==> src/rtl/key_led_ctrl.sv <==
// key_led_ctrl: push-button LED mode controller.
// The active-low key is synchronised, debounced and edge-detected into a
// one-cycle press pulse. Each press steps the mode OFF -> ON -> SLOW -> FAST,
// and the LED is driven from a registered pattern generator.
// Optional feature macro: BREATH_EN adds a PWM "breathing" mode (code 4)
// after FAST; without it no PWM logic exists and FAST wraps to OFF.
module key_led_ctrl #(
    parameter int DEBOUNCE_CYC  = 1_000_000,
    parameter int SLOW_HALF_CYC = 25_000_000,
    parameter int FAST_HALF_CYC = 6_250_000,
    parameter int CNT_W         = 25
`ifdef BREATH_EN
    ,
    parameter int BR_TICK       = 500
`endif
) (
    input  logic       sys_clk,
    input  logic       sys_rst_n,
    input  logic       key,
    output logic       led,
    output logic [2:0] mode,
    output logic       key_press
);

    typedef enum logic [2:0] {
        MODE_OFF    = 3'd0,
        MODE_ON     = 3'd1,
        MODE_SLOW   = 3'd2,
`ifdef BREATH_EN
        MODE_FAST   = 3'd3,
        MODE_BREATH = 3'd4
`else
        MODE_FAST   = 3'd3
`endif
    } mode_e;

    localparam logic [CNT_W-1:0] DEB_LAST  = CNT_W'(DEBOUNCE_CYC - 1);
    localparam logic [CNT_W-1:0] SLOW_LAST = CNT_W'(SLOW_HALF_CYC - 1);
    localparam logic [CNT_W-1:0] FAST_LAST = CNT_W'(FAST_HALF_CYC - 1);

    logic [1:0]       rst_sync_q, rst_sync_d;
    logic             rst_n_int;

    logic [1:0]       sync_q, sync_d;
    logic             key_sync;
    logic             key_stable_q, key_stable_d;
    logic             key_stable_dly_q, key_stable_dly_d;
    logic [CNT_W-1:0] deb_cnt_q, deb_cnt_d;
    logic             key_press_q, key_press_d;

    mode_e            mode_q, mode_d;
    logic             mode_chg;

    logic [CNT_W-1:0] blink_cnt_q, blink_cnt_d;
    logic [CNT_W-1:0] half_last;
    logic             phase_q, phase_d;
    logic             led_q, led_d;

`ifdef BREATH_EN
    localparam logic [CNT_W-1:0] BR_LAST = CNT_W'(BR_TICK - 1);

    logic [CNT_W-1:0] br_tick_q, br_tick_d;
    logic [6:0]       pwm_step_q, pwm_step_d;
    logic [6:0]       duty_q, duty_d;
    logic             dir_up_q, dir_up_d;
`endif

    // Reset release is re-timed to the clock; assertion passes straight through.
    always_comb begin
        rst_sync_d = {rst_sync_q[0], 1'b1};
    end

    // Reset synchroniser register.
    always_ff @(posedge sys_clk or negedge sys_rst_n) begin
        if (!sys_rst_n) begin
            rst_sync_q <= 2'b00;
        end else begin
            rst_sync_q <= rst_sync_d;
        end
    end

    assign rst_n_int = rst_sync_q[1];

    // Two-flop key synchroniser, debounce counter and falling-edge press detect.
    always_comb begin
        sync_d           = {sync_q[0], key};
        key_sync         = sync_q[1];
        deb_cnt_d        = deb_cnt_q;
        key_stable_d     = key_stable_q;
        key_stable_dly_d = key_stable_q;
        key_press_d      = key_stable_dly_q & ~key_stable_q;
        if (key_sync == key_stable_q) begin
            deb_cnt_d = '0;
        end else if (deb_cnt_q == DEB_LAST) begin
            key_stable_d = key_sync;
            deb_cnt_d    = '0;
        end else begin
            deb_cnt_d = deb_cnt_q + 1'b1;
        end
    end

    // Mode sequencer: one step per press, illegal codes fall back to OFF.
    always_comb begin
        mode_d = mode_q;
        case (mode_q)
            MODE_OFF:  if (key_press_q) mode_d = MODE_ON;
            MODE_ON:   if (key_press_q) mode_d = MODE_SLOW;
            MODE_SLOW: if (key_press_q) mode_d = MODE_FAST;
`ifdef BREATH_EN
            MODE_FAST:   if (key_press_q) mode_d = MODE_BREATH;
            MODE_BREATH: if (key_press_q) mode_d = MODE_OFF;
`else
            MODE_FAST: if (key_press_q) mode_d = MODE_OFF;
`endif
            default:   mode_d = MODE_OFF;
        endcase
        mode_chg = (mode_d != mode_q);
    end

    // Blink half-period counter; restarts lit on every mode change.
    always_comb begin
        blink_cnt_d = blink_cnt_q;
        phase_d     = phase_q;
        half_last   = (mode_q == MODE_SLOW) ? SLOW_LAST : FAST_LAST;
        if (mode_chg) begin
            blink_cnt_d = '0;
            phase_d     = 1'b1;
        end else if (mode_q == MODE_SLOW || mode_q == MODE_FAST) begin
            if (blink_cnt_q == half_last) begin
                blink_cnt_d = '0;
                phase_d     = ~phase_q;
            end else begin
                blink_cnt_d = blink_cnt_q + 1'b1;
            end
        end else begin
            blink_cnt_d = '0;
        end
    end

`ifdef BREATH_EN
    // Breathing PWM: 100 steps per period, duty ramps 0..100..0 one per period.
    always_comb begin
        br_tick_d  = br_tick_q;
        pwm_step_d = pwm_step_q;
        duty_d     = duty_q;
        dir_up_d   = dir_up_q;
        if (mode_chg || mode_q != MODE_BREATH) begin
            br_tick_d  = '0;
            pwm_step_d = '0;
            duty_d     = '0;
            dir_up_d   = 1'b1;
        end else if (br_tick_q != BR_LAST) begin
            br_tick_d = br_tick_q + 1'b1;
        end else begin
            br_tick_d = '0;
            if (pwm_step_q != 7'd99) begin
                pwm_step_d = pwm_step_q + 7'd1;
            end else begin
                pwm_step_d = '0;
                if (dir_up_q) begin
                    duty_d = duty_q + 7'd1;
                    if (duty_q == 7'd99) dir_up_d = 1'b0;
                end else begin
                    duty_d = duty_q - 7'd1;
                    if (duty_q == 7'd1) dir_up_d = 1'b1;
                end
            end
        end
    end

    // Breathing PWM state register.
    always_ff @(posedge sys_clk or negedge rst_n_int) begin
        if (!rst_n_int) begin
            br_tick_q  <= '0;
            pwm_step_q <= '0;
            duty_q     <= '0;
            dir_up_q   <= 1'b1;
        end else begin
            br_tick_q  <= br_tick_d;
            pwm_step_q <= pwm_step_d;
            duty_q     <= duty_d;
            dir_up_q   <= dir_up_d;
        end
    end
`endif

    // LED pattern selected by the current mode.
    always_comb begin
        led_d = 1'b0;
        case (mode_q)
            MODE_OFF:    led_d = 1'b0;
            MODE_ON:     led_d = 1'b1;
            MODE_SLOW:   led_d = phase_q;
            MODE_FAST:   led_d = phase_q;
`ifdef BREATH_EN
            MODE_BREATH: led_d = (pwm_step_q < duty_q);
`endif
            default:     led_d = 1'b0;
        endcase
    end

    // Main state register for key path, mode, blink and LED.
    always_ff @(posedge sys_clk or negedge rst_n_int) begin
        if (!rst_n_int) begin
            sync_q           <= 2'b11;
            key_stable_q     <= 1'b1;
            key_stable_dly_q <= 1'b1;
            deb_cnt_q        <= '0;
            key_press_q      <= 1'b0;
            mode_q           <= MODE_OFF;
            blink_cnt_q      <= '0;
            phase_q          <= 1'b1;
            led_q            <= 1'b0;
        end else begin
            sync_q           <= sync_d;
            key_stable_q     <= key_stable_d;
            key_stable_dly_q <= key_stable_dly_d;
            deb_cnt_q        <= deb_cnt_d;
            key_press_q      <= key_press_d;
            mode_q           <= mode_d;
            blink_cnt_q      <= blink_cnt_d;
            phase_q          <= phase_d;
            led_q            <= led_d;
        end
    end

    assign led       = led_q;
    assign mode      = mode_q;
    assign key_press = key_press_q;

endmodule

==> config.mk <==
export PLATFORM = sky130hd
export DESIGN_NAME = key_led_ctrl
export DESIGN_NICKNAME = d
export VERILOG_FILES = /design/src/rtl/key_led_ctrl.sv
export SDC_FILE = /design/constraint.sdc
export NUM_CORES = 1
export LEC_CHECK = 0
export ABC_AREA = 1
export CAP_MARGIN = 20
export CORE_AREA = 2 2 83 85
export DETAILED_ROUTE_END_ITERATION = 7
export DIE_AREA = 0 0 85 87
export PLACE_DENSITY = 0.68
export SLEW_MARGIN = 30
export SYNTH_ARGS = -nofsm -noshare
export SYNTH_HDL_FRONTEND = slang
export SYNTH_SLANG_ARGS = --single-unit
==> constraint.sdc <==
create_clock -name sys_clk -period 4.55 [get_ports sys_clk]
set_clock_uncertainty 0.05 [all_clocks]
set_input_delay 0.455 -clock sys_clk [delete_from_list [all_inputs] [get_ports sys_clk]]
set_output_delay 0.455 -clock sys_clk [all_outputs]
set_load 0.05 [all_outputs]
## Word level (Yosys, flattened, before mapping)

Index checks and enable logic that the tools add are counted.

- Bits in registers: 62
- Bits in latches: 0
- Bits in writable memories: 0
- Memory bits (read-only): 0
- Bits of input ports: 3
- Output and inout port bits: 5
- Logic and storage cells: 45
- Memories kept: 0

- Add/subtract/negate cells: 2
- Multiply operators: 0
- Divide/modulo/power cells: 0
- Magnitude comparators: 0
- Equal/unequal tests: 7
- Shifts and indexed selects: 0
- Mux-type cells: 15
- Bitwise logic cells: 4
- Reduce and logical (&&, ||, !) cells: 7

Operators with widths:

| kind | count |
|---|---|
| 25-bit two-way mux | 6 |
| 25-bit by 1-bit adder with 25-bit output, second input constant | 2 |
| 25-bit by 20-bit == test with 1-bit output, second input constant | 1 |
| 25-bit == test | 1 |
| 3-bit two-way mux | 4 |
| 3-bit one-hot mux with 4 select lines | 1 |
| 3-bit by 2-bit == test with 1-bit output, second input constant | 2 |
| 2-bit AND reduction | 2 |
| 2-bit nonzero test | 2 |
| 3-bit by 1-bit == test with 1-bit output, second input constant | 1 |
| 3-bit zero test | 1 |
| 1-bit two-way mux | 3 |
| 3-bit inequality test | 1 |
| 1-bit NOT | 3 |
| 1-bit one-hot mux with 2 select lines | 1 |
| 2-bit OR reduction | 1 |
| 1-bit AND | 1 |
| 1-bit == test | 1 |
| 1-bit logical OR | 1 |

## Longest topological paths before layout

- Word-level depth: 6
- Gate-level depth with buffers: 10
- Mapped depth without buffers: 9

## Worst setup path before layout

Ideal clock, no wire load.

- Path kind: register -> register
- Start point: register mode_q[2] (netlist: mode[2])
- End point: register blink_cnt_q[6]
- Setup time: 0.071 ns
- Arrival: 1.562 ns
- Path slack: 2.867 ns
- Cell stages (with the launch flop): 10
- Path buffers: 1
- Period minus slack after synthesis: 1.683 ns
- Cell sequence: dfrtp_1 inv_1 nand2_1 nor2_1 nand3_1 nand2_1 nand3_1 nand3_2 buf_6 nor2_1

- Word-level cells in the longest chain between the ends: 6

RTL lines:

| what | RTL line | text |
|---|---|---|
| start, declared | 51 | `mode_e mode_q, mode_d;` |
| start signal, assigned | 220 | `mode_q <= mode_d;` |
| 3-bit by 2-bit == test with 1-bit output | 105, 124, 128 |  |
| 25-bit two-way mux | 124 | `half_last = (mode_q == MODE_SLOW) ? SLOW_LAST : FAST_LAST;` |
| 25-bit == test | 129 | `if (blink_cnt_q == half_last) begin` |
| 25-bit two-way mux | 129 |  |
| 25-bit two-way mux | 128 | `end else if (mode_q == MODE_SLOW \|\| mode_q == MODE_FAST) begin` |
| 25-bit two-way mux * | 125 | `if (mode_chg) begin` |
| via blink_cnt_d[6] | 54 | `logic [CNT_W-1:0] blink_cnt_q, blink_cnt_d;` |
| end signal, assigned | 221 | `blink_cnt_q <= blink_cnt_d;` |
| end, declared | 54 |  |

The timed path passes the listed nets; every way through them passes the cells marked *.
A chain may end at the register's enable or synchronous reset.

## Worst setup path after layout

- Start point: register mode_q[1] (netlist: mode[1])
- End point: output port mode[1]

RTL lines:

| what | RTL line | text |
|---|---|---|
| end, declared | 21 | `output logic [2:0] mode,` |

No word-level cell between the ends.

==> impl_results.md <==
* Routed wire length at 7553 microns
* Final setup fails at 0
* Yosys reg bits at 62
* Highest clock rate at 468.6 MHz
* Final worst-path cycle share at 46.90%
* Slowest stage delay, CP at 0.84 ns
* Sequential fraction of the synthesis area at 44.96%
* Fin. Hold Viols at 0
* Synth unique cells at 29
* Critical path class: flip-flop to primary output
* FF-to-FF path depth at 8
* N_diodes at 0
* Worst Path Required at 4.05 ns
* Async SR Flop Fraction at 100.0%
* Reg2Reg Launch Point: blink_cnt_q[0]
* ANT nets after route at 0
* First-pass DRT Iterations at 4
* Final Power at 1067 uW
* Largest net degree at the start of global routing at 61
* Fin nets at 494
* Crit-path max FO at 6
* Top Ports at 8
* Mapped Cells at 474
* Clock Latency Late Sink at 0.33 ns
* Post-synth EDFFs at 0
* Core Region at 6569 sq um
* Leakage power at 0.001577 uW
* Share of cells above drive strength 1 at 7.490%
* Final-layout fill cell count at 604
* Unrepaired setup endpoints after global routing: false
* Crit-path slowest cell: clkdlybuf4s50_1
* Crit path max-delay family: buffers and inverters
* Vias at 2944
* Placement row count at 30
* Vias/cell at 5.129
* Final setup TNS at 0 ns
* Post-DP Area at 3613 sq um
* H-Tree Depth at 3
* Multi-input gate area at 1674 sq um
* Initial antenna violation count at 0
* HP Class: primary input to asynchronous set/reset pin
* RR Endpoint: blink_cnt_q[11]
* Worst Tran Pin Value at 0.7447 ns
* Post-route DRC violation count at 0
* HPWL after DPL at 5577 microns
* # Post-CTS Setup Buffers at 0
* Top FF cell, synth: dfrtp_1
* Die X at 85 microns
* CTS Buf Count at 9
* Mapped Area at 3465 sq um
* Post-CTS resize count at 0
* First-pass GRT wire length at 12840 microns
* Gpl congestion at 0.9422
* Startpoint Class: flip-flop
* Total gr overflow at 0
* Wirelength per Cell at 13.16 microns
* Input/output buffers at 7
* PwrDens at 280.2 nW/um^2
* Status: completed
* Yosys warns at 0
* GR Util All Layers at 21.94%
* Max cap viols at 0
* Initial Util at 52.74%
* Clock sinks at 62
* Reg-to-reg slack, setup at 2.60 ns
* Min Hold Slack at 0.2324 ns
* Arrival @ worst endpoint at 1.63 ns
* Min Tclk post-route at 2.134 ns
* Clock transition at path regs at 0.07 ns
* Syn Area/Cell at 7.309 sq um
* Chip height at 87 microns
* Max Buffers Root-to-Sink at 2
* Hold_buf cts at 0
* Storage cell area at 1559 sq um
* CTS tree: built
* Buffers & Inverters on Critical Path at 1
* Max_slew headroom at 50.17%
* Vias in the first global route at 2665
* Syn-to-layout area delta at 9.859%
* Root Driver: clkbuf_8
* Net count after synthesis at 479
* Pins over their slew limit at 0
* DR iter-0 viols at 248
* Die area at 7395 sq um
* Critical Path End Type: primary output
* Design Area, Final at 3806 sq um
* Peak VDD IR at 267.8 uV
* Crit-path cells: clkdlybuf4s50_1
## cell usage after synthesis (2+ instances only)
library cell  count  area (sq um)
nand2_2           2         12.51
nor2_1          100         375.4
o21ai_0          10         50.05
a21oi_1           4         20.02
nor3_2            2         20.02
xnor2_1           9         78.83
nor2_4            3         33.78
nand4_1           9         56.30
ha_1              2         25.02
nor2_2            6         37.54
nand2_1         125         469.2
dfrtp_1          57          1426
dfstp_2           5         131.4
o21ai_1           4         20.02
buf_6             2         22.52
nand3_1          38         190.2
conb_1            2         7.510
xor2_1           13         113.9
nand3b_1          2         15.01
inv_1            54         202.7
clkbuf_1          2         7.510
nor3_1           15         75.07
nor4_1            2         12.51
## sequential cells by signal, summed over array words and instances (netlist names), 2 cells and up
register / flops
blink_cnt_q: 25
deb_cnt_q: 25
mode: 3
rst_sync_q: 2
sync_q: 2
## metal layers
metal | vias up | global-route usage, % | part of all wire [%]
met5 | - | 0 | 0
met4 | 0 | 4.618 | 0.70
met3 | 4 | 5.687 | 5.8
met2 | 53 | 30.40 | 41
met1 | 1370 | 34.37 | 52
li1 | 1517 | - | -
## cells by family (layout without fill, tap and decap cells)
kind of cell | Yosys count | count (layout) | share of synthesized area [%]
and+or+nand+nor | 309 | 309 | 39.00
adders and majority gates | 2 | 2 | 0.7222
other | 2 | 2 | 0.2168
AOI/OAI and AO/OA | 19 | 19 | 2.817
buffers and inverters | 58 | 78 | 6.717
xor gates and xnor gates | 22 | 22 | 5.562
DFF | 62 | 62 | 44.96
## through the flow
| step | setup slack [ns] | std cells | utilization (%) |
|---|---|---|---|
| 3_3_place_gp | 2.631 | 558 | 55.01 |
| 3_5_place_dp | 2.576 | 558 | 55.01 |
| 2_1_floorplan | 2.655 | 474 | - |
| 4_1_cts | 2.398 | 574 | 57.94 |
| 5_1_grt | 2.361 | 574 | 57.94 |
| 6_report | 2.416 | 574 | 57.94 |
## final cells by class
class                      instances  area share, %
timing repair buffer               8          2.038
tap                               80          2.630
inverter                          54          5.325
clock buffer                      12          3.813
multi-input combinational        354          43.98
clock inverter                     4          1.249
sequential                        62          40.96
## power by group
part | internal, uW | total, uW | switching (uW)
Combinational | 6.70 | 28.7 | 22.1
Sequential | 556 | 560 | 3.81
Clock | 267 | 478 | 211
Total | 830 | 1070 | 237
## worst max-delay path by stage
stage / slack (ns) / depth (start not counted) / start / endpoint
after floorplan: 2.65 / 0 / rst_sync_q[1] / blink_cnt_q[0]
after global placement: 2.63 / 8 / mode[2] / blink_cnt_q[0]
after detailed placement: 2.58 / 8 / blink_cnt_q[0] / blink_cnt_q[6]
after CTS: 2.40 / 1 / mode[1] / mode[1]
after global routing: 2.36 / 1 / mode[1] / mode[1]
final: 2.42 / 1 / mode[1] / mode[1]
## placed cells by master, fill, tap and decap left out, types with 2 or more instances in the layout
master / n
o21ai_1: 4
clkbuf_8: 10
clkdlybuf4s50_1: 7
nand2_1: 125
nand3b_1: 2
xor2_1: 13
nand3_1: 38
nor2_4: 3
nand4_1: 9
clkinv_2: 2
nand2_2: 2
xnor2_1: 9
nor3_1: 15
a21oi_1: 4
o21ai_0: 10
nor2_2: 6
inv_1: 54
ha_1: 2
conb_1: 2
nor2_1: 100
clkbuf_1: 2
nor4_1: 2
nor3_2: 2
dfstp_2: 5
dfrtp_1: 56
(Power assumes the default switching activity.)
